==> src/rtl/sc_shiftcommand_generator.sv <==
// Steering pushbutton front end: synchronize, debounce and turn
// presses into single-cycle shift-selection pulses with auto-repeat.
module sc_shiftcommand_generator #(
  parameter int unsigned DEBOUNCE_CYCLES = 500000,
  parameter int unsigned HOLD_CYCLES     = 25000000,
  parameter int unsigned REPEAT_CYCLES   = 5000000
) (
  input  logic       SC_SHIFTCMD_CLOCK_50,
  input  logic       SC_SHIFTCMD_RESET_InHigh,
  input  logic       SC_SHIFTCMD_left_InLow,
  input  logic       SC_SHIFTCMD_right_InLow,
  input  logic       SC_SHIFTCMD_enable_InLow,
  output logic [1:0] SC_SHIFTCMD_shiftselection_Out,
  output logic [1:0] SC_SHIFTCMD_pressed_Out
);

  localparam logic [31:0] DEB_LAST  = 32'(DEBOUNCE_CYCLES - 1);
  localparam logic [31:0] HOLD_LAST = 32'(HOLD_CYCLES - 1);
  localparam logic [31:0] REP_LAST  = 32'(REPEAT_CYCLES - 1);

  typedef enum logic [1:0] {
    S_IDLE,
    S_HOLD,
    S_REPEAT,
    S_LOCK
  } state_t;

  logic        w_clk;
  logic        w_rst;
  logic        w_en_n;
  logic [1:0]  r_meta;
  logic [1:0]  r_sync;
  logic [1:0]  r_deb;
  logic [31:0] r_cnt [2];
  state_t      r_state;
  logic [31:0] r_timer;
  logic [1:0]  r_dir;
  logic [1:0]  r_cmd;
  logic [1:0]  w_first;
  logic [1:0]  w_own;
  logic [31:0] w_last;

  assign w_clk  = SC_SHIFTCMD_CLOCK_50;
  assign w_rst  = SC_SHIFTCMD_RESET_InHigh;
  assign w_en_n = SC_SHIFTCMD_enable_InLow;

  // debounced {left,right} mapped to command encoding (left -> 01)
  assign w_first = {r_deb[0], r_deb[1]};
  // debounced pattern meaning "only the active button is held"
  assign w_own   = {r_dir[0], r_dir[1]};
  assign w_last  = (r_state == S_HOLD) ? HOLD_LAST : REP_LAST;

  // two-flop synchronizer, inverted so 1 = pressed
  always_ff @(posedge w_clk or posedge w_rst) begin
    if (w_rst) begin
      r_meta <= 2'b00;
      r_sync <= 2'b00;
    end else begin
      r_meta <= {~SC_SHIFTCMD_left_InLow, ~SC_SHIFTCMD_right_InLow};
      r_sync <= r_meta;
    end
  end

  // per-button debounce: accept a change after DEBOUNCE_CYCLES stable samples
  always_ff @(posedge w_clk or posedge w_rst) begin
    if (w_rst) begin
      r_deb <= 2'b00;
      for (int i = 0; i < 2; i++) begin
        r_cnt[i] <= 32'd0;
      end
    end else begin
      for (int i = 0; i < 2; i++) begin
        if (r_sync[i] == r_deb[i]) begin
          r_cnt[i] <= 32'd0;
        end else if (r_cnt[i] == DEB_LAST) begin
          r_deb[i] <= r_sync[i];
          r_cnt[i] <= 32'd0;
        end else begin
          r_cnt[i] <= r_cnt[i] + 32'd1;
        end
      end
    end
  end

  // command FSM: first press, hold delay, auto-repeat, direction lockout
  always_ff @(posedge w_clk or posedge w_rst) begin
    if (w_rst) begin
      r_state <= S_IDLE;
      r_timer <= 32'd0;
      r_dir   <= 2'b00;
      r_cmd   <= 2'b00;
    end else begin
      r_cmd <= 2'b00;
      case (r_state)
        S_IDLE: begin
          if (w_en_n) begin
            if (|r_deb) r_state <= S_LOCK;
          end else if (r_deb == 2'b11) begin
            r_state <= S_LOCK;
          end else if (r_deb != 2'b00) begin
            r_cmd   <= w_first;
            r_dir   <= w_first;
            r_timer <= 32'd0;
            r_state <= S_HOLD;
          end
        end
        S_HOLD, S_REPEAT: begin
          if (w_en_n) begin
            r_state <= S_LOCK;
          end else if (r_deb == w_own) begin
            if (r_timer == w_last) begin
              r_cmd   <= r_dir;
              r_timer <= 32'd0;
              r_state <= S_REPEAT;
            end else begin
              r_timer <= r_timer + 32'd1;
            end
          end else if (r_deb == 2'b00) begin
            r_timer <= 32'd0;
            r_state <= S_IDLE;
          end else begin
            r_timer <= 32'd0;
            r_state <= S_LOCK;
          end
        end
        S_LOCK: begin
          if (!w_en_n && r_deb == 2'b00) r_state <= S_IDLE;
        end
        default: r_state <= S_IDLE;
      endcase
    end
  end

  assign SC_SHIFTCMD_shiftselection_Out = r_cmd;
  assign SC_SHIFTCMD_pressed_Out        = r_deb;

endmodule

==> config.mk <==
export PLATFORM = sky130hd
export DESIGN_NAME = sc_shiftcommand_generator
export DESIGN_NICKNAME = d
export VERILOG_FILES = /design/src/rtl/sc_shiftcommand_generator.sv
export SDC_FILE = /design/constraint.sdc
export NUM_CORES = 1
export LEC_CHECK = 0
export ABC_AREA = 1
export ABC_CLOCK_PERIOD_IN_PS = 3000
export BUFFER_PORTS_ARGS = -buffer_cell sky130_fd_sc_hd__buf_2
export CAP_MARGIN = 20
export CORE_UTILIZATION = 42
export DETAILED_ROUTE_END_ITERATION = 10
export SYNTH_ARGS = -nofsm -noshare
export SYNTH_HDL_FRONTEND = slang
export SYNTH_SLANG_ARGS = --single-unit
==> constraint.sdc <==
create_clock -name SC_SHIFTCMD_CLOCK_50 -period 3 [get_ports SC_SHIFTCMD_CLOCK_50]
set_input_delay 0.15 -clock SC_SHIFTCMD_CLOCK_50 [delete_from_list [all_inputs] [get_ports SC_SHIFTCMD_CLOCK_50]]
set_output_delay 0.15 -clock SC_SHIFTCMD_CLOCK_50 [all_outputs]
set_load 0.1 [all_outputs]
==> results.toml, run 1 <==
[place]
place.detailed.hpwl_um = 10900
placed_area_um2 = 6690
place.port_buffers = 8
place_inst = 1093
gp_routability_congestion = 0.932

[final_layout]
layout-drive-gt1-share_pct = 5.28
design_area_um2 = 7020
layout.filler_cells = 1484
final_core_util_pct = 47.5
area.growth.synth_to_final_pct = 8.47
nNetsFinal = 935
post_layout_nonfiller_instances = 1112
diodes = 0

[cts]
clock_sink_count = 108
worstSkewPairLatency_ps = 370
cts_resized = 0
clkTransAtPathRegs_ps = 70
cts_inserted_buffers = 9
cts_tree = "yes"
ctsLongestPathBuffers = 2
cts_max_level = 3
root_buffer = "clkbuf_16"

[worst_setup_path]
worstPathBufferInverterCount = 2
worstSetupPathDepth = 8
endpoint = "r_timer[19]"
setup.worst_path.start_class = "flop"
cp_data_arrival_time_ps = 2470
endpoint_kind = "flop"
crit_path_max_fanout = 26
category_of_cells_accounting_for_the_largest_share_of_critical_path_delay = "simple AND/OR/NAND/NOR gates"
origin_of_the_worst_setup_path = "r_state[0]"
worst_r2r_endpoint = "r_timer[19]"
ff2ff_path_depth = 8
highest_cell_delay_on_the_worst_timing_path_ps = 420
critical_path_class = "flop to flop"
worstPathRequired_ps = 3230
reg2reg_slack_ps = 760
library_cell_appearing_most_often_on_the_critical_path = "nand2_2"
crit_path_cells = "inv_1 -> ha_1 -> a21oi_1 -> nand2_2 -> nor2_8 -> nand2_2 -> inv_2 -> nor2_1"
worst_r2r_startpoint = "r_state[0]"
critical-path-slowest-cell = "dfrtp_1"

[synth]
yosysMostFrequentCell = "nand2_1"
post_synth.cell_area_avg_um2 = 7.10
syn-num-nets = 923
postSynthCellCount = 911
synth_top_cell_by_area = "dfrtp_1"
yosys_warnings = 0
postSynth.asyncResetShare_pct = 100
synth.area.top_cells = "dfrtp_1, nand2_1, nor2_1, xor2_1, inv_1"
postSynth.topFlopCell = "dfrtp_1"
synthesis.area_um2 = 6470
ys_top_cells_by_count = "nand2_1, nor2_1, dfrtp_1"
number_of_enable_type_register_cells_in_the_synthesized_netlist = 0
synth-seq-area-share_pct = 41.8
synth.top_cell.area_share_pct = 41.8
synth_seq_cells = 108
synth.distinct_cells = 34

[die]
floorplan.initialDensity_pct = 43.8
dieHeight_um = 126
io_pins = 9
core-area_um2 = 14800
die_area_um2 = 15900
placementRows = 44
die_width_um = 126

[drt]
detailedRoute.firstPassIterationCount = 5
post_drt_wl_per_cell_um = 13.1
post_drt_via_cell_ratio = 4.91
routed-via-count = 5455
route.detailed.drc = 0
drt-initial-drc-count = 370
finalWirelength_um = 14600
postRouteAntennaNets = 0

[global_route]
grt_max_degree = 109
number_of_global_route_vias_before_repair = 5165
grt_first_pass_wirelength_um = 25100
antenna_found_initial = 0
global_route.usage.total_pct = 19.8
grt_remaining_overflow = 0

[sta]
rsz0062_at_grt = "no"
tightest_slew_ps = 672
timing.slew.headroom_pct = 55.2
timing.final.crit_period_ps = 2240
final.period_utilization_pct = 74.7
finalSetupViolations = 0
maxSlewViolCount = 0
tns_ps = 0
max_clock_freq_mhz = 446
finalClockSkew_ps = 10.6
timing.final.hold_violations = 0

[run_status]
run_status = "finished, final reports clean"

[worst_hold_path]
min_path_type = "primary input to flop"
min-delay-start = "SC_SHIFTCMD_enable_InLow"

[pwr]
power.density_nw_per_um2 = 394
peakVddDrop_v = 0.000318
total_leakage_power_nw = 3.10

[flow_run]
maxCapViolCount = 0
power breakdown:
group,switching [mW],internal (mW)
clock,0.599,0.614
sequential,0.00900,1.46
combinational,0.0583,0.0186
stage by stage:
step	hold slack [ps]	total power, mW	worst slack, ps
final	202	2.76	760
after CTS	185	2.81	764
after floorplan	209	1.56	4.40
after global routing	283	2.88	539
after global placement	296	1.58	833
after detailed placement	296	1.58	787
flip-flops by register name (all words and copies together), names as in the netlist:
name and count:
SC_SHIFTCMD_pressed_Out 2, SC_SHIFTCMD_shiftselection_Out 2, r_cnt 64, r_dir 2, r_meta 2, r_state 2
r_sync 2, r_timer 32
worst reg2reg max path, stage by stage (launching register included):
cell     delay [ps]
dfrtp_1         420
inv_1            60
ha_1            350
a21oi_1         260
nand2_2         130
nor2_8          340
nand2_2         140
inv_2           310
nor2_1           90
cell type report:
class	instances	area (um2)	share of cell area (%)
Tap cell	184	230	3.28
Sequential cell	108	2700	38.5
Inverter	111	419	5.97
Clock inverter	6	60.1	0.856
Timing Repair Buffer	12	90.1	1.28
Multi-Input combinational cell	681	3270	46.7
Clock buffer	10	239	3.41
cells in the final DEF (no fill, tap or decap), types with 2 or more instances in the layout:
| cell | n |
|---|---|
| xor2_1 | 47 |
| nor4_1 | 5 |
| dlygate4sd3_1 | 3 |
| inv_1 | 106 |
| buf_2 | 8 |
| nor3_1 | 31 |
| nand2_1 | 231 |
| nor2_1 | 219 |
| ha_1 | 7 |
| nand3_2 | 3 |
| nor3_2 | 2 |
| nand2_2 | 4 |
| inv_2 | 4 |
| o21ai_1 | 5 |
| inv_6 | 3 |
| o21ai_0 | 13 |
| inv_8 | 3 |
| dfrtp_1 | 108 |
| nand4_1 | 19 |
| nor2_4 | 4 |
| a21oi_1 | 14 |
| clkbuf_16 | 9 |
| nand3_1 | 47 |
| xnor2_1 | 17 |
| nor2_2 | 3 |
how the worst min path moves through the flow:
stage                endpoint  slack [ps]  cells past startpoint
floorplan           r_meta[0]         210                      1
global placement    r_meta[0]         300                      2
detailed placement  r_meta[0]         300                      2
CTS                  r_dir[1]         190                      5
global route         r_dir[1]         280                      5
finish               r_dir[1]         200                      5
metal layers:
layer,global-route usage [%],part of all wire (%),vias to the layer above
met5,0,0,-
met2,30.8,45,84
met3,3.65,3.1,26
met4,7.51,2.1,0
met1,27.4,50,2495
li1,-,-,2850
what timing repair did:
action                    in CTS  in global routing
hold endpoints to repair     110                  0
setup buffers                  0                  0
hold buffers                   3                  0
cells by family (layout without fill, tap and decap cells):
family,Yosys count,after routing,synth area share [%]
adder cells (fa/ha/maj),7,7,1.35
AO/OA/AOI/OAI,36,36,2.92
XOR/XNOR,65,65,8.92
buffers and inverters,122,139,7.58
AND/OR/NAND/NOR,573,573,37.4
flip-flops,108,108,41.8
(Power assumes the default switching activity.)
==> inputs of run 2 (changes only) <==
--- a/config.mk
+++ b/config.mk
@@ -5,8 +5,8 @@
 export SDC_FILE = /design/constraint.sdc
 export NUM_CORES = 1
 export LEC_CHECK = 0
-export ABC_AREA = 1
-export ABC_CLOCK_PERIOD_IN_PS = 3000
+export ABC_AREA = 0
+export ABC_CLOCK_PERIOD_IN_PS = 2040
 export BUFFER_PORTS_ARGS = -buffer_cell sky130_fd_sc_hd__buf_2
 export CAP_MARGIN = 20
 export CORE_UTILIZATION = 42
==> constraint.sdc (replaced) <==
create_clock -name SC_SHIFTCMD_CLOCK_50 -period 2.04 [get_ports SC_SHIFTCMD_CLOCK_50]
set_input_delay 0.102 -clock SC_SHIFTCMD_CLOCK_50 [delete_from_list [all_inputs] [get_ports SC_SHIFTCMD_CLOCK_50]]
set_output_delay 0.102 -clock SC_SHIFTCMD_CLOCK_50 [all_outputs]
set_load 0.1 [all_outputs]
==> run 2 against run 1 <==
  * Clock skew decreased by 3.4 ps
  * Synthesized area decreased by 11%
  * Non-clock buffer count increased by 70
  * Clock power increased by 50%
  * Clock-buffer cell count unchanged
  * The flow now finishes with violations (setup timing)
  * Worst hold slack about the same
  * Synthesized cell count decreased by 32%
  * Register-to-register slack got worse by 880 ps
  * Power increased by 96%
  * Flip-flop and latch count unchanged
==> results.toml, run 2 <==
[cts]
clkTransAtPathRegs_ps = 70
clock_sink_count = 108
ctsLongestPathBuffers = 2
worstSkewPairLatency_ps = 360
root_buffer = "clkbuf_16"
cts_max_level = 3
cts_inserted_buffers = 9
cts_tree = "yes"

[pwr]
power.sequential.fraction_pct = 40.7
total_leakage_power_nw = 2.89
power_switching_share_pct = 29.5
comb_power_share_pct = 25.8
clkPwrFrac_pct = 33.5
power.density_nw_per_um2 = 759
switching_power_mw = 1.60
cellInternalPower_mw = 3.82
peakVddDrop_v = 0.000439

[sta]
timing.final.hold_violations = 0
max_clock_freq_mhz = 462
timing.slew.headroom_pct = 60.3
finalSetupViolations = 27
setup_slack_ps = -123
final.period_utilization_pct = 106
tightest_slew_ps = 596
maxSlewViolCount = 0
rsz0062_at_grt = "yes"
timing.final.crit_period_ps = 2160
finalClockSkew_ps = 7.19

[final_layout]
final_core_util_pct = 53.7
top_regs = "r_cnt: 64 flops, r_timer: 32 flops"
diodes = 0
final_common_cell = "dfrtp_1"
nNetsFinal = 702
design_area_um2 = 7140
area.growth.synth_to_final_pct = 24.5
top_register = "r_cnt"
largest_register_ffs = 64
layout.filler_cells = 1186
layout-drive-gt1-share_pct = 22.7
commonest_cells_after_routing_fill_and_taps_aside = "dfrtp_1, nor2_1, buf_4"

[global_route]
antenna_found_initial = 0
grt_first_pass_wirelength_um = 21700
grt_remaining_overflow = 0
number_of_global_route_vias_before_repair = 4623
global_route.usage.total_pct = 19.2
grt_max_degree = 109

[run_status]
violated_checks = "setup timing"
run_status = "finished, violations left"

[drt]
post_drt_via_cell_ratio = 5.31
route.detailed.drc = 0
drt-initial-drc-count = 213
finalWirelength_um = 12500
post_drt_wl_per_cell_um = 14.4
postRouteAntennaNets = 0
routed-via-count = 4626
detailedRoute.firstPassIterationCount = 4

[worst_setup_path]
worstPathRequired_ps = 2320
origin_of_the_worst_setup_path = "r_state[0]"
crit_path_cells = "ha_4 -> or4_4 -> o22ai_4 -> o2111ai_4 -> or4_1 -> a21oi_2"
endpoint_kind = "flop"
crit_path_max_fanout = 5
worst_r2r_startpoint = "r_state[0]"
cp_data_arrival_time_ps = 2440
highest_cell_delay_on_the_worst_timing_path_ps = 490
critical-path-slowest-cell = "or4_4"
critical_path_class = "flop to flop"
endpoint = "SC_SHIFTCMD_shiftselection_Out[1]"
ff2ff_path_depth = 6
worst_r2r_endpoint = "SC_SHIFTCMD_shiftselection_Out[1]"
setup.worst_path.start_class = "flop"
reg2reg_slack_ps = -120

[die]
dieHeight_um = 119
io_pins = 9
placementRows = 42
die_width_um = 119
floorplan.initialDensity_pct = 43.2
core-area_um2 = 13300
die_area_um2 = 14100

[synth]
number_of_enable_type_register_cells_in_the_synthesized_netlist = 0
postSynth.topFlopCell = "dfrtp_1"
largest_family_of_logic_cells_by_synthesized_area = "simple AND/OR/NAND/NOR gates"
synth_mux_area_share_pct = 0.763
synthSimpleGateAreaFrac_pct = 29.2
postSynth.asyncResetShare_pct = 100
synth.top_cell.area_share_pct = 47.1
synth_top_cell_by_area = "dfrtp_1"
synth.distinct_cells = 57
synth.area.top_cells = "dfrtp_1, xnor2_1, nor2_1, xor2_1, nand3_1"
synthesis.area_um2 = 5740
synth-seq-area-share_pct = 47.1
ys_top_cells_by_count = "dfrtp_1, nor2_1, nand2_1"
synth_compound_area_share_pct = 6.50
syn-num-nets = 632
yosysMostFrequentCell = "dfrtp_1"
postSynthCellCount = 620
yosys_warnings = 0
post_synth.cell_area_avg_um2 = 9.25
synth_seq_cells = 108
synthXorXnorAreaFrac_pct = 11.8
post_synth_fa_ha_maj_area_fraction_pct = 1.53

[place]
placed_area_um2 = 6460
gp_routability_congestion = 0.853
place.port_buffers = 8
place.detailed.hpwl_um = 8350

[worst_hold_path]
min_path_type = "primary input to flop"

[flow_run]
maxCapViolCount = 0
run 2: changes by cell type in the layout (fill, tap and decap cells not counted), moves of 10 or more:
cell	before	now
and3_1	1	11
buf_4	0	60
inv_1	106	18
nand2_1	231	46
nand3_1	47	36
nand4_1	19	29
nor2_1	219	92
nor4_1	5	22
xnor2_1	17	45
xor2_1	47	31
run 2: logic make-up after synthesis:
group                      Yosys count
DFF                                108
buffers and inverters               44
and+or+nand+nor                    322
muxes                                4
adders and majority gates            7
xor gates and xnor gates            77
AOI/OAI and AO/OA                   58
run 2: final cells by class:
| type | instances | area, um2 | area share (%) |
|---|---|---|---|
| clock buffers | 10 | 239 | 3.35 |
| clock inverters | 6 | 71.3 | 0.999 |
| inverters | 21 | 82.6 | 1.16 |
| multi-input cells | 468 | 3140 | 44.0 |
| flip-flops and latches | 108 | 2710 | 37.9 |
| well taps | 176 | 220 | 3.08 |
| repair buffers | 82 | 683 | 9.57 |
run 2: per-layer routing:
| layer | track usage [%] | share of wire [%] | up-vias |
|---|---|---|---|
| met3 | 4.69 | 3.0 | 10 |
| met2 | 31.2 | 47 | 54 |
| li1 | - | - | 2325 |
| met5 | 0 | 0 | - |
| met4 | 5.85 | 1.1 | 0 |
| met1 | 25.2 | 49 | 2237 |
run 2: repair_timing:
item / 4_1_cts / 5_1_grt
endpoints found under the setup margin: 31 / 38
pin swaps: 6 / 13
buffers inserted: 4 / 6
gates resized for setup: 15 / 44
hold endpoints to repair: 110 / 0
hold buffers: 3 / 0
run 2: worst min path at each step:
stage / to / cells after the start / start / slack (ps)
final: SC_SHIFTCMD_shiftselection_Out[0] / 3 / SC_SHIFTCMD_enable_InLow / 200
after global routing: SC_SHIFTCMD_shiftselection_Out[0] / 3 / SC_SHIFTCMD_enable_InLow / 220
after CTS: SC_SHIFTCMD_shiftselection_Out[0] / 3 / SC_SHIFTCMD_enable_InLow / 160
after detailed placement: r_meta[1] / 2 / SC_SHIFTCMD_left_InLow / 250
after global placement: r_meta[1] / 2 / SC_SHIFTCMD_left_InLow / 250
after floorplan: r_meta[0] / 1 / SC_SHIFTCMD_right_InLow / 160
run 2: per-stage QoR:
| step | hold slack [ps] | cells | TNS, ps | power, mW | setup WS [ps] |
|---|---|---|---|---|---|
| floorplan | 161 | 620 | -784 | 2.85 | -125 |
| global placement | 253 | 844 | -729 | 3.22 | -107 |
| detailed placement | 253 | 844 | -1530 | 3.24 | -139 |
| CTS | 165 | 867 | -2330 | 5.26 | -137 |
| global route | 217 | 871 | -4820 | 5.66 | -231 |
| finish | 202 | 871 | -2880 | 5.42 | -123 |
run 2: worst max-delay path, delay by kind of cell (launching register included):
kind / cells / cell delay [ps]
AND/OR/NAND/NOR: 2 / 970
adder cells (fa/ha/maj): 1 / 180
flip-flops: 1 / 440
AO/OA/AOI/OAI: 3 / 500
run 2: power by group through the flow:
stage	clock network, mW	logic (mW)	registers (mW)
after floorplan	0	0.612	2.24
after global placement	0	0.982	2.24
after detailed placement	0	0.997	2.24
after CTS	1.88	1.18	2.20
after global routing	1.95	1.50	2.21
final	1.82	1.40	2.20
==> inputs of run 3 (changes only) <==
--- a/config.mk
+++ b/config.mk
@@ -9,6 +9,7 @@
 export ABC_CLOCK_PERIOD_IN_PS = 2040
 export BUFFER_PORTS_ARGS = -buffer_cell sky130_fd_sc_hd__buf_2
 export CAP_MARGIN = 20
+export CORE_MARGIN = 2
 export CORE_UTILIZATION = 42
 export DETAILED_ROUTE_END_ITERATION = 10
 export SYNTH_ARGS = -nofsm -noshare
==> run 3 against run 2 <==
  * The flow still finishes with violations (setup timing)
  * Critical path depth increased by 1
  * Fmax increased by 0.33%
  * Via count increased by 3.5%
  * Core utilization increased by 0.25 points
  * Worst setup slack improved by 7.1 ps
  * Largest cell class unchanged
  * Highest routed layer unchanged
==> results.toml, run 3 (synthesis gave the netlist of run 2 again) <==
[worst_setup_path]
crit_path_max_fanout = 7
category_of_cells_accounting_for_the_largest_share_of_critical_path_delay = "simple AND/OR/NAND/NOR gates"
critical-path-slowest-cell = "or4_4"
worstPathRequired_ps = 2330
endpoint_kind = "flop"
setup.worst_path.start_class = "flop"
worstPathBufferInverterCount = 1
highest_cell_delay_on_the_worst_timing_path_ps = 510
critical_path_class = "flop to flop"
crit_path_cells = "inv_2 -> ha_4 -> a211oi_4 -> a21oi_4 -> or4_4 -> or3_4 -> a21oi_2"
cp_data_arrival_time_ps = 2440

[drt]
drt-initial-drc-count = 380
post_drt_wl_per_cell_um = 14.6
finalWirelength_um = 12800
postRouteAntennaNets = 0
post_drt_via_cell_ratio = 5.44
detailedRoute.firstPassIterationCount = 5
routed-via-count = 4787
route.detailed.drc = 0

[worst_hold_path]
min_path_type = "primary input to flop"

[final_layout]
largest_register_ffs = 64
layout-drive-gt1-share_pct = 23.7
commonest_cells_after_routing_fill_and_taps_aside = "dfrtp_1, nor2_1, buf_4"
top_register = "r_cnt"
final_common_cell = "dfrtp_1"
area.growth.synth_to_final_pct = 25.1
layout.filler_cells = 1178
post_layout_nonfiller_instances = 880
nNetsFinal = 711
diodes = 0
final_core_util_pct = 54.0
top_regs = "r_cnt: 64 flops, r_timer: 32 flops"

[place]
place_inst = 848
gp_routability_congestion = 0.866
place.port_buffers = 8
place.detailed.hpwl_um = 8760
place_worst_setup_slack_ps = -230

[cts]
root_buffer = "clkbuf_16"
ctsLongestPathBuffers = 2
cts_max_level = 3
cts_inserted_buffers = 9
clock_sink_count = 108
clkTransAtPathRegs_ps = 70
cts_tree = "yes"
worstSkewPairLatency_ps = 360

[die]
io_pins = 9
floorplan.initialDensity_pct = 43.2
core-area_um2 = 13300
die_width_um = 121
placementRows = 42
die_area_um2 = 14600
dieHeight_um = 121

[pwr]
comb_power_share_pct = 25.8
total_leakage_power_nw = 2.94
power.density_nw_per_um2 = 750
report.power.total_mw = 5.38
switching_power_mw = 1.59
peakVddDrop_v = 0.000427
power_switching_share_pct = 29.6
cellInternalPower_mw = 3.79
clkPwrFrac_pct = 33.1
power.sequential.fraction_pct = 41.1

[sta]
setup_slack_ps = -116
finalSetupViolations = 30
tightest_slew_ps = 508
max_clock_freq_mhz = 464
finalClockSkew_ps = 5.96
timing.final.crit_period_ps = 2160
rsz0062_at_grt = "yes"
maxSlewViolCount = 0
timing.final.hold_violations = 0
timing.slew.headroom_pct = 66.2
final.period_utilization_pct = 106

[flow_run]
maxCapViolCount = 0

[global_route]
global_route.usage.total_pct = 18.7
antenna_found_initial = 0
grt_remaining_overflow = 0
grt_max_degree = 33
number_of_global_route_vias_before_repair = 4554
grt_first_pass_wirelength_um = 21900

[run_status]
run_status = "finished, violations left"
violated_checks = "setup timing"
## run 3: power groups by stage
stage / Combinational (mW) / Clock [mW] / Sequential [mW]
2_1_floorplan: 0.612 / 0 / 2.24
3_3_place_gp: 0.999 / 0 / 2.24
3_5_place_dp: 1.02 / 0 / 2.24
4_1_cts: 1.21 / 1.84 / 2.20
5_1_grt: 1.48 / 1.93 / 2.21
6_report: 1.39 / 1.78 / 2.21
## run 3: worst reg2reg max path, cell delays in order, from the launching register on
cell and delay, ps:
dfrtp_1 400, inv_2 120, ha_4 220, a211oi_4 270
a21oi_4 90, or4_4 510, or3_4 340, a21oi_2 130
## run 3: final timing paths
check	startpoint	end	slack, ps	cells after the start
max in group asynchronous	SC_SHIFTCMD_RESET_InHigh	SC_SHIFTCMD_pressed_Out[0]	1050	4
hold reg to reg	r_meta[0]	r_sync[0]	350	0
hold / removal	SC_SHIFTCMD_enable_InLow	SC_SHIFTCMD_shiftselection_Out[0]	210	3
setup / recovery	r_state[1]	r_timer[18]	-120	7
setup reg to reg	r_state[1]	r_timer[18]	-120	7
min in group asynchronous	SC_SHIFTCMD_RESET_InHigh	r_cnt[5]	270	3
## run 3: per-layer routing
layer  wire length, um  share of wire, %  GRT usage (%)
met3               473               3.7           4.09
met4               200               1.6           6.32
met5                 0                 0              0
met1              5890                46           25.3
met2              6270                49           29.8
## run 3: area by class of cell
cell class	instances	area [um2]	share of cell area (%)
tap	176	220	3.07
inverter	21	82.6	1.15
multi-input combinational	468	3130	43.6
sequential	108	2710	37.7
clock inverter	7	76.3	1.06
clock buffer	9	225	3.14
timing repair buffer	91	734	10.2
## run 3: metrics by stage
stage / hold WS, ps / cell area (um2) / setup TNS (ps)
3_3_place_gp: 102 / 6480 / -426
4_1_cts: 183 / 6930 / -2420
6_report: 206 / 7180 / -1610
3_5_place_dp: 103 / 6480 / -3350
2_1_floorplan: 161 / 5800 / -784
5_1_grt: 211 / 7180 / -3280
## run 3: repair_timing
action                                  in CTS  in global routing
endpoints found under the setup margin      35                 68
setup buffers                                3                 11
hold buffers                                 3                  0
pin swaps                                    8                 14
endpoints found under the hold margin       15                  0
gates resized for setup                     17                 40
